[src/rtl/icache_ctrl.sv]
`timescale 1ns/1ps
// icache_ctrl: blocking instruction-cache controller with a single-block refill,
// LRU update strobe and tag/valid cache-maintenance operations.
module icache_ctrl #(
  parameter int ADDR_W  = 32,
  parameter int WORDS   = 8,
  parameter int BLOCK_W = 256
) (
  input  logic               clk,
  input  logic               rst,
  input  logic               req_valid,
  output logic               req_ready,
  input  logic [ADDR_W-1:0]  req_va,
  input  logic [ADDR_W-1:0]  req_pa,
  output logic               resp_valid,
  output logic [31:0]        resp_ins,
  input  logic               flush,
  input  logic               cacop_valid,
  input  logic               cacop_op,
  input  logic [ADDR_W-1:0]  cacop_addr,
  output logic               cacop_done,
  output logic [ADDR_W-1:0]  ad,
  output logic [ADDR_W-1:0]  pa,
  output logic [1:0]         control_en,
  input  logic               hit,
  input  logic               rlru_to_cache,
  output logic               wlru_en_from_cache,
  output logic               select_way,
  output logic [BLOCK_W-1:0] r_data,
  input  logic [31:0]        ins,
  output logic               mem_arvalid,
  input  logic               mem_arready,
  output logic [ADDR_W-1:0]  mem_araddr,
  input  logic               mem_rvalid,
  input  logic [31:0]        mem_rdata,
  input  logic               mem_rlast
);

  localparam int IDX_W = $clog2(WORDS);
  localparam int OFF_W = IDX_W + 2;
  localparam logic [1:0] I_LOAD      = 2'd0;
  localparam logic [1:0] I_WRITE_TAG = 2'd1;
  localparam logic [1:0] I_WRITE_V   = 2'd2;
  localparam logic [1:0] I_WRITE     = 2'd3;
  localparam logic [IDX_W-1:0] LAST_IDX = IDX_W'(WORDS - 1);

  typedef enum logic [2:0] {IDLE, LOOKUP, MISS_REQ, REFILL, WRITE, CACOP} state_t;

  state_t             state, state_n;
  logic [ADDR_W-1:0]  va_q, pa_q, cacop_addr_q;
  logic               cacop_op_q;
  logic               victim;
  logic               drop;
  logic [IDX_W-1:0]   cnt;
  logic [31:0]        buf_q [WORDS];
  logic               accept;
  logic               last_beat;

  assign last_beat = mem_rvalid && (mem_rlast || cnt == LAST_IDX);

  always_comb begin
    r_data = '0;
    for (int k = 0; k < WORDS; k++) r_data[32*k +: 32] = buf_q[k];
  end

  always_comb begin
    state_n            = state;
    accept             = 1'b0;
    req_ready          = 1'b0;
    resp_valid         = 1'b0;
    resp_ins           = '0;
    wlru_en_from_cache = 1'b0;
    select_way         = 1'b0;
    control_en         = I_LOAD;
    ad                 = va_q;
    pa                 = pa_q;
    mem_arvalid        = 1'b0;
    mem_araddr         = {pa_q[ADDR_W-1:OFF_W], {OFF_W{1'b0}}};
    case (state)
      IDLE: begin
        req_ready = !cacop_valid;
        if (cacop_valid) state_n = CACOP;
        else if (req_valid) begin
          accept  = 1'b1;
          state_n = LOOKUP;
        end
      end
      LOOKUP: begin
        if (flush) state_n = IDLE;
        else if (hit) begin
          resp_valid         = 1'b1;
          resp_ins           = ins;
          wlru_en_from_cache = 1'b1;
          req_ready          = !cacop_valid;
          // A new accept here keeps the pipeline streaming one hit per cycle.
          if (req_valid && !cacop_valid) accept = 1'b1;
          else state_n = IDLE;
        end else state_n = MISS_REQ;
      end
      MISS_REQ: begin
        mem_arvalid = 1'b1;
        if (mem_arready) state_n = REFILL;
      end
      REFILL: begin
        if (last_beat) state_n = WRITE;
      end
      WRITE: begin
        control_en = I_WRITE;
        select_way = victim;
        resp_valid = !(drop || flush);
        resp_ins   = buf_q[pa_q[OFF_W-1:2]];
        state_n    = IDLE;
      end
      CACOP: begin
        control_en = cacop_op_q ? I_WRITE_V : I_WRITE_TAG;
        ad         = cacop_addr_q;
        state_n    = IDLE;
      end
      default: state_n = IDLE;
    endcase
    if (accept) begin
      ad = req_va;
      pa = req_pa;
    end
  end

  always_ff @(posedge clk or posedge rst) begin
    if (rst) begin
      state        <= IDLE;
      va_q         <= '0;
      pa_q         <= '0;
      cacop_addr_q <= '0;
      cacop_op_q   <= 1'b0;
      cacop_done   <= 1'b0;
      victim       <= 1'b0;
      drop         <= 1'b0;
      cnt          <= '0;
      for (int k = 0; k < WORDS; k++) buf_q[k] <= '0;
    end else begin
      state      <= state_n;
      cacop_done <= (state == CACOP);
      if (accept) begin
        va_q <= req_va;
        pa_q <= req_pa;
      end
      if (state == IDLE && cacop_valid) begin
        cacop_addr_q <= cacop_addr;
        cacop_op_q   <= cacop_op;
      end
      if (state == LOOKUP && !flush && !hit) begin
        victim <= rlru_to_cache;
        drop   <= 1'b0;
      end
      // The refill always runs to completion; a flush only silences its response.
      if ((state == MISS_REQ || state == REFILL) && flush) drop <= 1'b1;
      if (state == MISS_REQ && mem_arready) cnt <= '0;
      if (state == REFILL && mem_rvalid) begin
        buf_q[cnt] <= mem_rdata;
        cnt        <= last_beat ? '0 : cnt + 1'b1;
      end
      if (state == WRITE) drop <= 1'b0;
    end
  end

endmodule

[config.mk]
export PLATFORM = sky130hd
export DESIGN_NAME = icache_ctrl
export DESIGN_NICKNAME = d
export VERILOG_FILES = /design/src/rtl/icache_ctrl.sv
export SDC_FILE = /design/constraint.sdc
export NUM_CORES = 1
export LEC_CHECK = 0
export BUFFER_PORTS_ARGS = -buffer_cell sky130_fd_sc_hd__buf_2
export CAP_MARGIN = 40
export CORE_AREA = 2 2 241 243
export CTS_BUF_LIST = sky130_fd_sc_hd__clkbuf_2
export CTS_CLUSTER_SIZE = 14
export DETAILED_ROUTE_END_ITERATION = 12
export DIE_AREA = 0 0 243 245
export GPL_ROUTABILITY_DRIVEN = 0
export GPL_TIMING_DRIVEN = 1
export SYNTH_ARGS = -nofsm -noshare
export SYNTH_HDL_FRONTEND = slang
export SYNTH_SLANG_ARGS = --single-unit
[constraint.sdc]
create_clock -name clk -period 18 [get_ports clk]
set_clock_uncertainty 0.2 [all_clocks]
set_input_delay 1.8 -clock clk [delete_from_list [all_inputs] [get_ports clk]]
set_output_delay 1.8 -clock clk [all_outputs]
set_load 0.01 [all_outputs]
== Yosys cells after proc, flatten, opt, wreduce, memory -nomap -nowiden ==
Cells that the tools add are included.
Storage, ports and cells
  memories: 0
  output and inout bits: 392
  bits of input ports: 171
  memory bits (writable): 0
  bits in latches: 0
  bits in registers: 362
  memory bits (read-only): 0
Operators by class
  $lt $le $gt $ge: 3
  divide/modulo/power cells: 0
  reduce and logical (&&, ||, !) cells: 20
  mux-type cells: 43
  multiply operators: 0
  equal/unequal tests: 10
  bitwise gates (word level): 2
  $add $sub $neg: 1
  shift-type cells: 0
Operator list (count)
  $bwmux W256: 1
  $mux W32: 8
  $bmux W32 S3: 1
  $demux W32 S3: 1
  $pmux W32 S2: 1
  $mux W3: 10
  $mux W1: 15
  $pmux W3 S4: 1
  $eq A3 B3 Y1 const B: 3
  $logic_and A1 B1 Y1: 9
  $ge A4 B4 Y1 const B: 2
  $not A3 Y4: 2
  $eq A3 B2 Y1 const B: 2
  $pmux W1 S2: 3
  $logic_not A1 Y1: 4
  $lt A4 B1 Y1 const B: 1
  $ne A2 B2 Y1 const B: 2
  $ne A4 B4 Y1 const B: 1
  $pmux W2 S2: 1
  $reduce_and A4 Y1: 1
  $add A3 B1 Y3 const B: 1
  $eq A3 B1 Y1 const B: 1
  $logic_not A3 Y1: 1
  $logic_or A1 B1 Y1: 3
  4 further kinds: 4

== Logic depth before layout (Yosys ltp) ==
Gate-level depths: netlist of the first run.
  depth in word-level cells: 7
  depth in mapped cells: 6

== Worst setup path after synthesis of the first run ==
Ideal clock, no wire load.
  path type: input-to-output
  start: in hit
  end: out ad[10]
  path slack: 12.881 ns
  stages: 6
  path buffers: 3
  arrival: 3.119 ns
  cells stage by stage: nor2b_1 -> o2111ai_1 -> clkbuf_1 -> clkbuf_1 -> clkbuf_1 -> a21oi_1
On the way
  longest elaborated chain between the ends: 4
Ends and longest elaborated chain
  from (decl): line 25  | input logic hit,
  $mux W1: line 90  | else if (hit) begin
  $mux W1: line 89  | if (flush) state_n = IDLE;
  $pmux W1 S2: line 79  | case (state)
  $mux W32: line 121  | if (accept) begin
  to (decl): line 22  | output logic [ADDR_W-1:0] ad,
No other way between the ends.

== Worst setup path in the final report of the first run ==
  start: in hit
  end: out pa[23]
On the way
  longest elaborated chain between the ends: 4
Ends and longest elaborated chain
  $mux W1: line 90
  $mux W1: line 89
  $pmux W1 S2: line 79
  $mux W32
  to (decl): line 23  | output logic [ADDR_W-1:0] pa,
No other way between the ends.

==> reports/qor.yml, run 1 <==
run_status:
  status: "finished, final reports clean"
clocking:
  clk_pin_slew_ps: 90
  cts.sinks: 362
  numCtsBuffers: 99
  cts_post_setup_buffers_inserted: 0
  cts-resized-gates: 0
  htreeDepth: 3
  cts_buffer_depth: 3
  cts_hold_buf: 0
  root_buffer: "clkbuf_2"
  clk_latency_ps: 1060
  tritoncts: "built"
place:
  placed_area_um2: 20500
  io_buffers: 557
  post-dp-hpwl_mm: 43.5
  pre_cts_slack_ps: 11820
timing:
  min_period_ps: 5900
  tns_ps: 0
  setup_ws_ps: 12100
  setup-violations-final: 0
  hold_violations: 0
  timing.fmax_mhz: 169
  max_slew.worst_pin.slew_ps: 1000
  final.period_utilization_pct: 32.8
  rsz0062_at_grt: "false"
  final_max_slew_viol_count: 0
  maxSlewHeadroom_pct: 33.3
global_route:
  antenna_found_initial: 19
  grt_pass1_wl_mm: 88.6
  grt_pass1_vias: 13500
  grt_start_max_net_pins: 163
  grt.overflow.total: 0
  grt_usage_pct: 20.0
yosys:
  syn_area_um2: 16900
  synth.most_common_cell: "mux2_2"
  synth-seq-cells: 362
  yosysWarnings: 0
  synthFlopType: "dfrtp_1"
  ys_seq_area_share_pct: 53.6
  synth_edf_count: 0
  synth_cell_types: 43
  syn_avg_cell_area_um2: 13.9
  synth_top_area_share_pct: 53.6
  synth_async_sr_flop_share_pct: 100
  synthCells: 1218
  synthTopCellsByCount: "mux2_2 (380), dfrtp_1 (362), nor2_1 (52)"
  synth_area_leader_cell: "dfrtp_1"
  synthTopCellsByArea: "dfrtp_1 (54%), mux2_2 (25%), mux4_2 (4.3%)"
power:
  ir_drop_mv: 0.107
  power_frac_comb_pct: 39.9
  power.total_uw: 2940
  seqPwrFrac_pct: 40.7
  internal_power_uw: 1800
  p_per_area_nw_per_um2: 138
  swShare_pct: 39.0
  power.switching_uw: 1150
  leakage_uw: 0.0115
  power_frac_clock_pct: 19.4
floorplanning:
  rows: 88
  die_h_um: 245
  die_x_um: 243
  ios: 563
  start_util_pct: 29.6
  die-area_um2: 59500
  core_region_area_um2: 57000
layout:
  layout-drive-gt1-share_pct: 63.1
  synthToLayoutAreaGrowth_pct: 26.2
  stdcell_area_um2: 21300
  nets: 1971
  final.fill_count: 5719
worst_setup_path:
  worstSetupPathType: "in2out"
  critPathMaxFanout: 89
  startpoint_type: "primary input"
  worstPathRequired_ps: 16000
  crit_arrival_ps: 3900
  cp-end-kind: "output port"
route:
  vias_per_cell: 4.92
  via_count: 12900
  wl_mm: 60.8
  postRouteAntennaNets: 0
  routedWlPerCell_um: 23.1
  firstDrtPassIters: 5
  drcViolationCount: 0
  drt_iter0_drc: 586
min_path:
  holdCritPathClass: "reg2reg"
run:
  max_cap_violations: 0
power groups by stage:
stage | Combinational [uW] | Sequential, uW | Clock (uW)
5_1_grt | 1260 | 1230 | 644
3_5_place_dp | 1180 | 1210 | 0
2_1_floorplan | 746 | 1160 | 0
6_report | 1180 | 1200 | 571
3_3_place_gp | 1130 | 1210 | 0
4_1_cts | 1190 | 1200 | 601
layout make-up:
| class | count | area (um2) | share of cell area [%] |
|---|---|---|---|
| well taps | 765 | 957 | 4.49 |
| repair buffers | 589 | 3190 | 15.0 |
| diodes | 2 | 5.00 | 0.0235 |
| multi-input cells | 740 | 7250 | 34.0 |
| flip-flops and latches | 362 | 9060 | 42.5 |
| clock buffers | 150 | 751 | 3.52 |
| inverters | 6 | 30.0 | 0.141 |
| clock inverters | 16 | 76.3 | 0.358 |
routing by layer:
layer | wire length (um) | GRT usage (%) | vias up
li1 | - | - | 5628
met1 | 23700 | 23.5 | 6526
met2 | 30500 | 34.6 | 626
met3 | 4980 | 6.14 | 145
met4 | 1630 | 7.31 | 12
met5 | 70 | 0 | -
flip-flops by register name, indices dropped and copies added, names as in the netlist:
signal / flops
cacop_addr_q: 32
cacop_done: 1
cacop_op_q: 1
cnt: 3
drop: 1
pa_q: 32
r_data: 256
state: 3
va_q: 32
victim: 1
layout by cell type, fill, tap and decap left out, types with 9 or more instances in the layout:
cell      netlist  final
mux4_2         32     32
o31ai_1        32     32
buf_2          30    557
dfrtp_1       362    359
o22ai_1        32     32
nand2_1        42     40
mux2_2        380    380
clkinv_1        0      9
a21oi_1        33     33
clkbuf_2        0    150
nor2_1         52     52
mux2_1         38     38
nor2b_1        20     20
mux2i_1        32     32
buf_4          32     22
worst max-delay path: stages:
cell and delay [ps]:
buf_2 110, nor2b_1 160, o2111ai_4 190, buf_4 440
buf_4 250, buf_16 290, mux2_2 400, buf_2 140
kinds of logic (layout without fill, tap and decap cells):
kind of cell	Yosys count	in the layout	share of synthesized area, %
other cells	1	7	0.0222
simple gates	139	139	4.09
buf+inv	120	761	3.87
compound gates	112	112	4.24
flops	362	362	53.6
mux	482	482	34.0
fa+ha+maj	2	2	0.148
stage by stage:
stage / instances / utilization [%] / hold WS, ps
6_report: 2630 / 37.4 / 309
5_1_grt: 2629 / 37.4 / 328
4_1_cts: 2627 / 37.3 / 252
3_5_place_dp: 2461 / 35.9 / 288
3_3_place_gp: 2453 / 35.5 / 281
2_1_floorplan: 1222 / - / 271
final timing paths:
path,start,endpoint,slack [ps],depth (start not counted)
setup / recovery,hit,pa[23],12100,8
min in group asynchronous,rst,r_data[182]$_DFFE_PP0P_,450,2
hold reg to reg,r_data[152]$_DFFE_PP0P_,r_data[152]$_DFFE_PP0P_,310,1
max in group asynchronous,rst,r_data[237]$_DFFE_PP0P_,15880,3
hold / removal,r_data[152]$_DFFE_PP0P_,r_data[152]$_DFFE_PP0P_,310,1
setup reg to reg,state[2]$_DFFE_PP0P_,r_data[191]$_DFFE_PP0P_,14680,5
No activity file was read; power rests on OpenSTA's default activity.
==> run 2: changes to the inputs <==
==> constraint.sdc (replaced) <==
create_clock -name clk -period 5 [get_ports clk]
set_clock_uncertainty 0.2 [all_clocks]
set_input_delay 0.5 -clock clk [delete_from_list [all_inputs] [get_ports clk]]
set_output_delay 0.5 -clock clk [all_outputs]
set_load 0.01 [all_outputs]
==> reports/qor.yml, run 2 (synthesized netlist as in run 1, its figures left out) <==
floorplanning:
  start_util_pct: 29.6  # unchanged
  ios: 563  # unchanged
  die_h_um: 245  # unchanged
  core_region_area_um2: 57000  # unchanged
  die-area_um2: 59500  # unchanged
  rows: 88  # unchanged
  die_x_um: 243  # unchanged
clocking:
  root_buffer: "clkbuf_2"
  cts.sinks: 362  # unchanged
  clk_latency_ps: 1080  # +20 ps
  clk_pin_slew_ps: 110  # +20 ps
  cts_buffer_depth: 3  # unchanged
  tritoncts: "built"
  numCtsBuffers: 102  # +3.0%
  cts_post_setup_buffers_inserted: 0  # unchanged
  htreeDepth: 3  # unchanged
timing:
  min_period_ps: 4370
  final.period_utilization_pct: 87.5
  timing.fmax_mhz: 229
  hold_violations: 0  # unchanged
  rsz0062_at_grt: "false"
  tns_ps: 0  # unchanged
  max_slew.worst_pin.slew_ps: 921  # -80.0 ps
  setup_ws_ps: 627  # -11470 ps
  setup-violations-final: 0  # unchanged
  maxSlewHeadroom_pct: 38.6  # +5.3 points
  final_max_slew_viol_count: 0  # unchanged
  hold_ws_ps: 176  # -133 ps
route:
  drcViolationCount: 0  # unchanged
  via_count: 14200  # +9.9%
  wl_mm: 66.5  # +9.4%
  drt_iter0_drc: 664  # +13%
  firstDrtPassIters: 5  # unchanged
  postRouteAntennaNets: 0  # unchanged
  vias_per_cell: 4.82  # -2.1%
  routedWlPerCell_um: 22.5  # -2.6%
run_status:
  status: "finished, final reports clean"
global_route:
  grt_pass1_vias: 15300  # +13%
  grt_pass1_wl_mm: 97.6  # +10%
  grt_usage_pct: 21.9  # +1.9 points
  grt_start_max_net_pins: 146  # -10%
  antenna_found_initial: 9  # -10
  grt.overflow.total: 0  # unchanged
layout:
  layout_commonest_cell: "buf_2"
  layout_common_cells: "buf_2 (557), mux2_2 (380), dfrtp_1 (359)"
  nets: 2282  # +16%
  synthToLayoutAreaGrowth_pct: 45.1
  largest_reg_flops: 256  # unchanged
  final_cell_count_no_fill: 2953  # +12%
  layout-drive-gt1-share_pct: 54.1  # -9.1 points
  final_util_pct: 43.0  # +5.6 points
place:
  placed_cells: 2461  # unchanged
  post-dp-hpwl_mm: 43.9  # +0.94%
  io_buffers: 557  # unchanged
  pre_cts_slack_ps: 1670  # -10150 ps
worst_setup_path:
  reg2reg_to: "r_data[195]$_DFFE_PP0P_"
  r2r_start: "state[2]$_DFFE_PP0P_"
  cp-end-kind: "output port"
  r2r_cells: 5  # unchanged
  startpoint_type: "flop"
  critPathMaxFanout: 24  # -73%
  worstPathRequired_ps: 4300  # -11700 ps
  reg2reg_slack_ps: 1750  # -12930 ps
  crit_arrival_ps: 3670  # -230 ps
  worstSetupPathType: "reg2out"
power:
  leakage_uw: 0.0129  # +12%
  p_per_area_nw_per_um2: 458  # +230%
  ir_drop_mv: 0.408  # +280%
min_path:
  holdCritPathClass: "in2reg"
  hold_depth: 3  # +2
  holdPathEnd: "va_q[5]$_DFFE_PP0P_"
  hold_start: "req_va[5]"
run:
  max_cap_violations: 0  # unchanged
-- run 2: metal layers --
layer / part of all wire (%) / vias up / track usage (%)
met5: 0.014 / - / 0
met4: 3.5 / 2 / 9.40
met3: 7.5 / 147 / 6.67
met2: 50 / 637 / 37.8
met1: 40 / 7177 / 25.2
li1: - / 6257 / -
-- run 2: final cells by class --
class | count | area (um2)
multi-input combinational | 740 | 7250
inverter | 6 | 26.3
tap | 765 | 957
antenna | 5 | 12.5
timing repair buffer | 897 | 6270
clock buffer | 156 | 781
sequential | 362 | 9060
clock inverter | 22 | 143
fill | 5369 | 32500
-- run 2: worst max-delay path by stage --
stage	startpoint	to	slack [ps]	cells after the start
final	pa_q[4]$_DFF_PP0_	resp_ins[15]	630	4
after global routing	pa_q[4]$_DFF_PP0_	resp_ins[15]	380	4
after detailed placement	pa_q[4]$_DFF_PP0_	resp_ins[15]	1670	4
after global placement	pa_q[4]$_DFF_PP0_	resp_ins[15]	1730	4
after CTS	pa_q[4]$_DFF_PP0_	resp_ins[15]	370	4
after floorplan	rst	cacop_addr_q[0]$_DFFE_PP0P_	-550	1
-- run 2: repair_timing --
| item | in CTS | in global routing |
|---|---|---|
| endpoints found under the hold margin | 723 | 0 |
| resized for setup | 0 | 0 |
| hold buffers | 309 | 0 |
| endpoints found under the setup margin | 0 | 0 |
-- run 2: stage by stage --
stage | area [um2] | power (uW)
after global routing | 24500 | 11900
after CTS | 24500 | 11300
after floorplan | 16900 | 6860
after detailed placement | 20500 | 8610
final | 24500 | 11200
after global placement | 20400 | 8500
-- run 2: worst max-delay path, stage by stage, from the launching register on --
cell	delay, ps
dfrtp_2	910
nand2b_2	860
o22ai_1	210
o31ai_1	340
buf_2	260
-- run 2: where the power goes --
part	leakage (uW)	total, uW	internal, uW	switching, uW
clock network	0.000713	2240	921	1320
logic	0.00738	4620	2300	2320
registers	0.00477	4360	3640	712
total	0.0129	11200	6870	4350
==> run 3: changes to the inputs <==
--- a/config.mk
+++ b/config.mk
@@ -5,13 +5,14 @@
 export SDC_FILE = /design/constraint.sdc
 export NUM_CORES = 1
 export LEC_CHECK = 0
+export ABC_AREA = 1
 export BUFFER_PORTS_ARGS = -buffer_cell sky130_fd_sc_hd__buf_2
 export CAP_MARGIN = 40
-export CORE_AREA = 2 2 241 243
+export CORE_AREA = 2 2 244 246
 export CTS_BUF_LIST = sky130_fd_sc_hd__clkbuf_2
 export CTS_CLUSTER_SIZE = 14
 export DETAILED_ROUTE_END_ITERATION = 12
-export DIE_AREA = 0 0 243 245
+export DIE_AREA = 0 0 246 248
 export GPL_ROUTABILITY_DRIVEN = 0
 export GPL_TIMING_DRIVEN = 1
 export SYNTH_ARGS = -nofsm -noshare
==> reports/qor.yml, run 3 <==
place:
  placed_area_um2: 20500  # about the same
  pre_cts_slack_ps: 1320  # -348 ps
  io_buffers: 557  # unchanged
  placed_cells: 3432  # +39%
  post-dp-hpwl_mm: 44.4  # +1.1%
worst_setup_path:
  worstPathCellList: "nor2_4 -> nand3_2 -> nand2_2 -> nand2_8 -> buf_4 -> o21ai_0 -> buf_2"
  max_stage_delay_ps: 620  # -290 ps
  critical_path_buf_inv_count: 2  # +1
  worstSetupPathType: "reg2out"
  r2r_cells: 9  # +4
  crit_arrival_ps: 4000  # +330 ps
  reg2reg_slack_ps: 1810  # +60 ps
  worstPathRequired_ps: 4300  # about the same
  crit_family: "simple AND/OR/NAND/NOR gates"
  worst-path-stages: 7  # +3
  critPathMaxFanout: 87  # +260%
  startpoint_type: "flop"
  cp-end-kind: "output port"
  cp_slowest_cell: "nand2_2"
floorplanning:
  rows: 89  # +1.1%
  ios: 563  # unchanged
  die-area_um2: 61000  # +2.5%
  die_x_um: 246  # +1.2%
  core_region_area_um2: 58500  # +2.5%
  start_util_pct: 29.6  # about the same
  die_h_um: 248  # +1.2%
yosys:
  synthTopCellsByArea: "dfrtp_1 (52%), nand2_1 (20%), o21ai_0 (7.4%)"
  synth_area_leader_cell: "dfrtp_1"
  synthCells: 2244  # +84%
  synth_adder_area_share_pct: 0.144  # -0.0036 points
  syn_area_um2: 17300  # +2.5%
  synth-seq-cells: 362  # unchanged
  syn_avg_cell_area_um2: 7.72  # -44%
  synth_async_sr_flop_share_pct: 100  # unchanged
  synth_cell_types: 32  # -26%
  yosys.area_share.simple_pct: 27.3  # +23 points
  synth_top_family_by_area: "simple AND/OR/NAND/NOR gates"
  synthTopCellsByCount: "nand2_1 (918), dfrtp_1 (362), o21ai_0 (255)"
  synth-compound-area-share_pct: 12.1  # +7.8 points
  synth_top_area_share_pct: 52.3  # -1.3 points
  synth.most_common_cell: "nand2_1"
  synthXorXnorAreaFrac_pct: 0  # unchanged
  yosysWarnings: 0  # unchanged
  synthFlopType: "dfrtp_1"
  synth.mux.area_fraction_pct: 0  # -34 points
  synth_edf_count: 0  # unchanged
  ys_seq_area_share_pct: 52.3  # -1.3 points
timing:
  hold_ws_ps: 206  # +30.1 ps
  timing.fmax_mhz: 213  # -6.9%
  setup-violations-final: 0  # unchanged
  hold_violations: 0  # unchanged
  max_slew.worst_pin.slew_ps: 904  # -17.3 ps
  final_max_slew_viol_count: 0  # unchanged
  min_period_ps: 4700  # +324 ps
  setup_ws_ps: 303  # -324 ps
  maxSlewHeadroom_pct: 39.7  # +1.2 points
  tns_ps: 0  # unchanged
  final.period_utilization_pct: 93.9  # +6.5 points
power:
  swShare_pct: 44.8  # +6.0 points
  power.switching_uw: 5670  # +30%
  power_frac_clock_pct: 18.3  # -1.7 points
  leakage_uw: 0.0136  # +6.1%
  seqPwrFrac_pct: 36.7  # -2.1 points
  p_per_area_nw_per_um2: 503  # +9.9%
  ir_drop_mv: 0.394  # -3.4%
  internal_power_uw: 6980  # +1.6%
  power_frac_comb_pct: 45.0  # +3.8 points
route:
  routedWlPerCell_um: 18.3  # -19%
  drcViolationCount: 0  # unchanged
  postRouteAntennaNets: 0  # unchanged
  wl_met2_mm: 34.7  # +5.5%
  firstDrtPassIters: 6  # +1
  drt_iter0_drc: 1151  # +73%
  wl_mm: 72.9  # +9.6%
  wl_met3_mm: 5.80  # +17%
  via_count: 19100  # +34%
  top_layer_used: "met4"
  wl_met1_mm: 28.6  # +9.1%
  vias_per_cell: 4.79  # -0.63%
global_route:
  antenna_found_initial: 4  # -5
  grt_pass1_vias: 18900  # +24%
  grt_usage_pct: 23.2  # +1.3 points
  grt.overflow.total: 0  # unchanged
  grt_start_max_net_pins: 130  # -11%
  grt_pass1_wl_mm: 109  # +12%
min_path:
  hold_depth: 4  # +1
  holdCritPathClass: "in2reg"
run:
  max_cap_violations: 0  # unchanged
layout:
  stdcell_area_um2: 25100  # +2.6%
  nets: 3301  # +45%
  largest_reg_flops: 256  # unchanged
  layout_common_cells: "nand2_1 (917), buf_2 (557), dlygate4sd3_1 (364)"
  layout-drive-gt1-share_pct: 24.2  # -30 points
  layout_commonest_cell: "nand2_1"
  synthToLayoutAreaGrowth_pct: 45.1  # about the same
  final_cell_count_no_fill: 3987  # +35%
clocking:
  cts_buffer_depth: 3  # unchanged
  clk_latency_ps: 1120  # +40 ps
  htreeDepth: 3  # unchanged
  numCtsBuffers: 103  # +0.98%
  tritoncts: "built"
  clk_pin_slew_ps: 100  # about the same
  root_buffer: "clkbuf_2"
  cts.sinks: 362  # unchanged
run_status:
  status: "finished, final reports clean"
run 3: routing by layer:
metal,up-vias,track usage (%)
li1,8953,-
met2,931,38.5
met1,8954,27.3
met5,-,0
met4,0,13.4
met3,241,5.83
run 3: cell type report:
type	instances	area [um2]
clock buffer	154	771
tap	773	967
clock inverter	29	194
multi-input combinational	1601	6880
inverter	113	430
timing repair buffer	947	6810
sequential	362	9070
fill	5771	33300
antenna	8	20.0
run 3: stage by stage:
stage                     power, uW  util, %
after floorplan                7610        -
after global placement         9600     34.8
after detailed placement       9700     35.1
after CTS                     12600     42.9
after global routing          13600     43.0
final                         12700     43.0
run 3: path summary, 6_finish.rpt:
path                                       from                 endpoint
hold / removal                    mem_rdata[17]  r_data[113]$_DFFE_PP0P_
hold reg to reg               pa_q[0]$_DFF_PP0_        pa_q[0]$_DFF_PP0_
setup / recovery           state[1]$_DFFE_PP0P_                   ad[11]
min in group asynchronous                   rst      va_q[8]$_DFFE_PP0P_
max in group asynchronous                   rst        pa_q[3]$_DFF_PP0_
setup reg to reg           state[1]$_DFFE_PP0P_     state[0]$_DFFE_PP0P_
run 3: power groups by stage:
stage,combinational [uW],clock (uW),sequential [uW]
2_1_floorplan,2920,0,4680
3_3_place_gp,4950,0,4650
3_5_place_dp,5050,0,4650
4_1_cts,5560,2410,4610
5_1_grt,6260,2560,4760
6_report,5690,2320,4650
run 3: repair_timing:
action | 4_1_cts | 5_1_grt
hold endpoints to repair | 723 | 0
endpoints found under the setup margin | 0 | 25
gates resized for setup | 0 | 1
hold buffers | 364 | 0
buffers inserted | 0 | 0
run 3: cells by family after synthesis:
kind of cell | count (synthesis)
DFF | 362
other | 1
buffers and inverters | 285
adders and majority gates | 2
and+or+nand+nor | 1179
AOI/OAI and AO/OA | 415
run 3: worst register-to-register path, cell delays in order (launching register included):
cell and delay, ps:
dfrtp_1 480, nor2_4 170, nand3_2 170, nand2_1 100, dlygate4sd3_1 560, nand2_1 50
dlygate4sd3_1 580, nand3_1 80, nand2_1 50, dlygate4sd3_1 560
